### config.mk
export PLATFORM = sky130hd
export DESIGN_NAME = mfp_uart_rx_fifo
export DESIGN_NICKNAME = d
export VERILOG_FILES = /design/src/rtl/mfp_uart_rx_fifo.sv
export SDC_FILE = /design/constraint.sdc
export NUM_CORES = 1
export LEC_CHECK = 0
export CORE_MARGIN = 2
export CORE_UTILIZATION = 40
export DETAILED_ROUTE_END_ITERATION = 12
export MAX_ROUTING_LAYER = met4
export PLACE_DENSITY_LB_ADDON = 0.15
export SETUP_SLACK_MARGIN = 0.02
export SLEW_MARGIN = 5
export SYNTH_ARGS = -nofsm -noshare
export SYNTH_HDL_FRONTEND = slang
export SYNTH_SLANG_ARGS = --single-unit
### constraint.sdc
create_clock -name clk -period 2.3 [get_ports clk]
set_input_delay 0.46 -clock clk [delete_from_list [all_inputs] [get_ports clk]]
set_output_delay 0.46 -clock clk [all_outputs]
set_load 0.005 [all_outputs]
### src/rtl/mfp_uart_rx_fifo.sv
// UART 8N1 receiver (16x oversampling) feeding a first-word-fall-through byte FIFO.
// Define MFP_UART_RX_PARITY_EN to expect an even parity bit between data and stop.
module mfp_uart_rx_fifo #(
  parameter int CLK_FREQ = 50_000_000,
  parameter int BAUD     = 115200,
  parameter int FIFO_AW  = 3
) (
  input  logic               clk,
  input  logic               reset,
  input  logic               rx,
  input  logic               rd_en,
  output logic [7:0]         rd_data,
  output logic               rx_valid,
  output logic [FIFO_AW:0]   fifo_count,
  input  logic               err_clr,
  output logic               overrun,
  output logic               frame_err,
  output logic               parity_err,
  output logic               irq
);
  localparam int DIV   = (CLK_FREQ + BAUD * 8) / (BAUD * 16);
  localparam int TW    = (DIV > 1) ? $clog2(DIV) : 1;
  localparam int DEPTH = 1 << FIFO_AW;

  typedef enum logic [2:0] {
    IDLE,
    START,
    DATA,
`ifdef MFP_UART_RX_PARITY_EN
    PARITY,
`endif
    STOP,
    WAIT_IDLE
  } state_t;

  state_t             state_q, state_d;
  logic               rx_meta_q, rx_s_q;
  logic [TW-1:0]      tick_cnt_q, tick_cnt_d;
  logic               tick;
  logic [3:0]         os_q, os_d;
  logic [2:0]         bit_idx_q, bit_idx_d;
  logic [7:0]         shreg_q, shreg_d;
  logic               push_q, push_d;
  logic [7:0]         push_data_q, push_data_d;
  logic               fe_set, pe_set;
  logic               overrun_q, overrun_d, frame_err_q, frame_err_d;
  logic               irq_q, irq_d;
  logic [7:0]         mem_q [DEPTH];
  logic [FIFO_AW-1:0] wr_ptr_q, wr_ptr_d, rd_ptr_q, rd_ptr_d;
  logic [FIFO_AW:0]   count_q, count_d;
  logic               do_push, do_pop, full;
`ifdef MFP_UART_RX_PARITY_EN
  logic               par_bad_q, par_bad_d;
  logic               parity_err_q, parity_err_d;
`endif

  // Two-flop synchroniser, preset to the idle-high line level.
  always_ff @(posedge clk or posedge reset) begin
    if (reset) begin
      rx_meta_q <= 1'b1;
      rx_s_q    <= 1'b1;
    end else begin
      rx_meta_q <= rx;
      rx_s_q    <= rx_meta_q;
    end
  end

  // Tick counter restarts on the start edge so bit centres line up with it.
  always_comb begin
    tick       = (tick_cnt_q == TW'(DIV - 1));
    tick_cnt_d = tick ? '0 : tick_cnt_q + 1'b1;
    if (state_q == IDLE && !rx_s_q) tick_cnt_d = '0;
  end

  always_comb begin
    state_d     = state_q;
    os_d        = os_q;
    bit_idx_d   = bit_idx_q;
    shreg_d     = shreg_q;
    push_d      = 1'b0;
    push_data_d = push_data_q;
    fe_set      = 1'b0;
    pe_set      = 1'b0;
`ifdef MFP_UART_RX_PARITY_EN
    par_bad_d   = par_bad_q;
`endif
    case (state_q)
      IDLE: if (!rx_s_q) begin
        state_d = START;
        os_d    = '0;
      end
      START: if (tick) begin
        if (os_q == 4'd7) begin
          os_d      = '0;
          bit_idx_d = '0;
          state_d   = rx_s_q ? IDLE : DATA;
        end else begin
          os_d = os_q + 4'd1;
        end
      end
      DATA: if (tick) begin
        os_d = os_q + 4'd1;
        if (os_q == 4'd15) begin
          shreg_d   = {rx_s_q, shreg_q[7:1]};
          bit_idx_d = bit_idx_q + 3'd1;
`ifdef MFP_UART_RX_PARITY_EN
          if (bit_idx_q == 3'd7) state_d = PARITY;
`else
          if (bit_idx_q == 3'd7) state_d = STOP;
`endif
        end
      end
`ifdef MFP_UART_RX_PARITY_EN
      PARITY: if (tick) begin
        os_d = os_q + 4'd1;
        if (os_q == 4'd15) begin
          par_bad_d = rx_s_q ^ (^shreg_q);
          pe_set    = par_bad_d;
          state_d   = STOP;
        end
      end
`endif
      STOP: if (tick) begin
        os_d = os_q + 4'd1;
        if (os_q == 4'd15) begin
          if (rx_s_q) begin
`ifdef MFP_UART_RX_PARITY_EN
            push_d = !par_bad_q;
`else
            push_d = 1'b1;
`endif
            push_data_d = shreg_q;
            state_d     = IDLE;
          end else begin
            fe_set  = 1'b1;
            state_d = WAIT_IDLE;
          end
        end
      end
      WAIT_IDLE: if (rx_s_q) state_d = IDLE;
      default: state_d = IDLE;
    endcase
  end

  // FIFO: a pop in the same cycle frees the slot for a push when full.
  always_comb begin
    full     = (count_q == (FIFO_AW+1)'(DEPTH));
    do_pop   = rd_en && (count_q != '0);
    do_push  = push_q && (!full || do_pop);
    wr_ptr_d = do_push ? wr_ptr_q + 1'b1 : wr_ptr_q;
    rd_ptr_d = do_pop ? rd_ptr_q + 1'b1 : rd_ptr_q;
    count_d  = count_q;
    if (do_push && !do_pop) count_d = count_q + 1'b1;
    if (!do_push && do_pop) count_d = count_q - 1'b1;
    overrun_d   = (push_q && !do_push) | (overrun_q & ~err_clr);
    frame_err_d = fe_set | (frame_err_q & ~err_clr);
`ifdef MFP_UART_RX_PARITY_EN
    parity_err_d = pe_set | (parity_err_q & ~err_clr);
    irq_d = (count_q != '0) | overrun_q | frame_err_q | parity_err_q;
`else
    irq_d = (count_q != '0) | overrun_q | frame_err_q;
`endif
  end

  always_ff @(posedge clk or posedge reset) begin
    if (reset) begin
      state_q     <= IDLE;
      tick_cnt_q  <= '0;
      os_q        <= '0;
      bit_idx_q   <= '0;
      shreg_q     <= '0;
      push_q      <= 1'b0;
      push_data_q <= '0;
      wr_ptr_q    <= '0;
      rd_ptr_q    <= '0;
      count_q     <= '0;
      overrun_q   <= 1'b0;
      frame_err_q <= 1'b0;
      irq_q       <= 1'b0;
`ifdef MFP_UART_RX_PARITY_EN
      par_bad_q    <= 1'b0;
      parity_err_q <= 1'b0;
`endif
    end else begin
      state_q     <= state_d;
      tick_cnt_q  <= tick_cnt_d;
      os_q        <= os_d;
      bit_idx_q   <= bit_idx_d;
      shreg_q     <= shreg_d;
      push_q      <= push_d;
      push_data_q <= push_data_d;
      wr_ptr_q    <= wr_ptr_d;
      rd_ptr_q    <= rd_ptr_d;
      count_q     <= count_d;
      overrun_q   <= overrun_d;
      frame_err_q <= frame_err_d;
      irq_q       <= irq_d;
`ifdef MFP_UART_RX_PARITY_EN
      par_bad_q    <= par_bad_d;
      parity_err_q <= parity_err_d;
`endif
    end
  end

  always_ff @(posedge clk) begin
    if (do_push) mem_q[wr_ptr_q] <= push_data_q;
  end

  assign rx_valid   = (count_q != '0);
  assign rd_data    = rx_valid ? mem_q[rd_ptr_q] : 8'h00;
  assign fifo_count = count_q;
  assign overrun    = overrun_q;
  assign frame_err  = frame_err_q;
  assign irq        = irq_q;
`ifdef MFP_UART_RX_PARITY_EN
  assign parity_err = parity_err_q;
`else
  assign parity_err = 1'b0;
`endif

endmodule
==> results.md <==
- Outcome: complete, but fails checks
- Failing checks: negative setup slack
- I/O pins: 22
- Initial drt markers: 167
- Hold_sp: rx_meta_q
- Syn Inst Count: 311
- Worst hold stages: 0
- Switching Share: 27.8%
- P_int: 0.00370 W
- Seq pwr share: 43.4%
- Leakage: 2.49 nW
- NetSw: 0.00143 W
- Layout cells sized above 1: 31.4%
- Row count: 39
- Vias in the first global route: 2780
- Arr. time, crit path: 1.90 ns
- Initial DRT Pass Iterations: 4
- Max Slew Vio Count: 0
- Post-route cell area: 0.00579 mm^2
- Crit-path slowest cell: dfrtp_2
- Clk buf depth: 2
- Clk network pwr share: 29.7%
- CTS HTree Levels: 3
- Synthesized area per cell: 15.4 um^2
- Syn Nets: 326
- Worst hold endpoint: rx_s_q
- Total power: 0.00512 W
- Met3 GRT Util: 3.93%
- Netlist cell types: 53
- Critical path, cell by cell: buf_12 -> buf_16 -> buf_8 -> mux4_2 -> mux2i_1 -> nor2_1 -> buf_2
- Multi-input gate area: 0.00160 mm^2
- CP peak stage delay: 0.43 ns
- First-pass GRT wire length: 14.3 mm
- Crit end category: primary output
- Setup slack, reg-to-reg: 0.17 ns
- Ys Warns: 0
- Vias per cell: 5.15
- CP Class: reg2out
- Placed Area: 0.00537 mm^2
- GP Congestion: 0.799
- Number of CTS-inserted buffers: 9
- CTS tree: built
- HPWL after DPL: 5.75 mm
- Clock latency on the worst-skew pair: 0.35 ns
- Worst r2r src: fifo_count[1]
- Fin. Hold Viols: 0
- Residual DRC: 0
- Final setup margin: -0.0563 ns
- Tcrit/Tclk final: 102%
- Antenna cells: 0
- F_max: 0.424 GHz
- RR Endpoint: fifo_count[3]
- GRT Total Usage: 15.1%
- Max Cap Violations: 0
- Worst Skew: 0.00769 ns
- Fin nets: 386
- Seq/Total Area, Yosys: 64.6%
- Met2 Resource Use GR: 24.1%
- Die height: 113 um
- Top FF cell, synth: edfxtp_1
- Initial antenna violation count: 0
- GR met1 Demand/Resource: 18.6%
- Unrepaired setup endpoints after global routing: true
- Fill cell count: 976
- Setup-failing EPs final: 4
- Routed WL: 8.57 mm
- Core region area: 0.0116 mm^2
- Least-Margin Pin Slew: 0.523 ns
- Critical Path RT: 1.84 ns
- Port Buf Inserts: 20
- CTS Sinks: 111
- FF+latch area: 0.00310 mm^2
- Pwr/cell area: 885 mW/mm^2
- Part of the power in combinational logic: 26.9%
- Initial Utilization: 41.5%
- Netlist Area Pre-Place: 0.00480 mm^2
- Antenna viol nets, final: 0
- # hold bufs at CTS: 0
- Largest net degree at the start of global routing: 32
- DR WL/cell: 16.5 um
- Worst rel slew slack: 64.8%
- Most Crowded Layer GR: met2
- CTS root buffer: clkbuf_16
- Minimum clock period: 2.36 ns
- Full die area: 0.0129 mm^2
- Synth async-reset ratio: 42.3%
- Grt ovf: 0
- Clock slew at reported path FFs: 0.08 ns
- Die X: 113 um
- Synthesized flop and latch total: 111
- Hold/Removal Path Class: reg2reg
- Via total after detailed routing: 2672
- Most frequent cells in the layout: edfxtp_1, dfrtp_1, buf_4, nor2_1, mux2_2
- Post-synth EDFFs: 64
- Critical Path Start Type: register
- Max VDD drop: 332 uV
- CP max FO: 5
- Most common cell after layout, fill and taps aside: edfxtp_1
- FF-to-FF path depth: 9
- Area growth syn-to-layout: 20.7%
## registers in the layout, summed over array words and instances, names as in the netlist
name         count
frame_err        1
rx_s_q           1
bit_idx_q        3
os_q             4
rd_ptr_q         3
mem_q           64
wr_ptr_q         3
push_data_q      8
rx_meta_q        1
tick_cnt_q       5
overrun          1
shreg_q          8
push_q           1
irq              1
state_q          3
fifo_count       4
## cells by family (layout without fill, tap and decap cells)
family                     Yosys count  after routing  synth area share [%]
AOI/OAI and AO/OA                   31             31                  4.62
xor gates and xnor gates             9              9                  1.64
DFF                                111            111                  64.6
muxes                               46             46                  14.3
buffers and inverters               25             90                  2.45
adders and majority gates           10             10                  2.77
and+or+nand+nor                     78             78                  9.52
other                                1              1                0.0782
## worst max-delay path, delay by kind of cell (launching register included)
kind          cells  cell delay, ns
mux               2            0.55
buf+inv           4            0.51
flops             1            0.43
simple gates      1            0.05
## synthesized netlist by cell type (all sizes together) (4+ instances only)
cell / number / area (um^2)
xnor2: 5 / 43.8
nand2: 17 / 63.8
a21oi: 5 / 25.0
dfrtp: 45 / 1130
edfxtp: 64 / 1920
mux2i: 11 / 110
mux4: 16 / 360
inv: 13 / 48.8
ha: 9 / 113
nand3: 9 / 45.0
mux2: 19 / 214
nor2: 26 / 121
nor3: 5 / 36.3
nor2b: 4 / 27.5
nand2b: 4 / 25.0
o21ai: 6 / 30.0
buf: 9 / 56.3
xor2: 4 / 35.0
## worst max-delay path by stage
stage	startpoint	endpoint	slack [ns]	depth (start not counted)
2_1_floorplan	fifo_count[1]	fifo_count[3]	0.03	7
3_3_place_gp	rd_en	fifo_count[3]	0.01	8
3_5_place_dp	rd_en	fifo_count[3]	-0.07	8
4_1_cts	rd_ptr_q[0]	rd_data[1]	-0.09	7
5_1_grt	rd_ptr_q[0]	rd_data[1]	-0.15	7
6_report	rd_ptr_q[0]	rd_data[5]	-0.06	7
## metrics by stage
stage | utilization, % | setup slack [ns] | setup TNS (ns) | hold WS (ns) | cells
after floorplan | - | 0.0277 | 0 | 0.345 | 311
after global placement | 46.4 | 0.0119 | 0 | 0.346 | 492
after detailed placement | 46.4 | -0.0651 | -0.0651 | 0.348 | 492
after CTS | 50.1 | -0.0851 | -0.450 | 0.359 | 520
after global routing | 50.0 | -0.146 | -0.737 | 0.359 | 519
final | 50.0 | -0.0563 | -0.212 | 0.357 | 519
## per-layer routing
| metal | vias up | share of wire [%] | wire [um] |
|---|---|---|---|
| met4 | 0 | 1.7 | 144 |
| met3 | 10 | 2.7 | 228 |
| met1 | 1350 | 45 | 3880 |
| li1 | 1281 | - | - |
| met5 | - | 0 | 0 |
| met2 | 31 | 50 | 4320 |
## layout make-up
| type | instances | share of cell area [%] |
|---|---|---|
| clock buffers | 9 | 3.89 |
| clock inverters | 7 | 1.21 |
| multi-input cells | 175 | 27.6 |
| flip-flops and latches | 111 | 53.6 |
| inverters | 13 | 0.843 |
| well taps | 143 | 3.09 |
| repair buffers | 61 | 9.73 |
## power by group through the flow
stage,combinational (W),clock [W],sequential [W]
3_5_place_dp,0.00109,0,0.00226
4_1_cts,0.00142,0.00158,0.00221
6_report,0.00138,0.00152,0.00222
5_1_grt,0.00151,0.00165,0.00223
3_3_place_gp,0.00109,0,0.00226
2_1_floorplan,0.000617,0,0.00228
## repair_timing
action / in CTS / in global routing
gates resized for setup: 39 / 4
setup endpoints to repair: 9 / 9
pin swaps: 4 / 2
endpoints found under the hold margin: 0 / 0
cloned: 2 / 0
setup buffers: 10 / 0
Note: power is estimated with default switching activity, not from simulation.
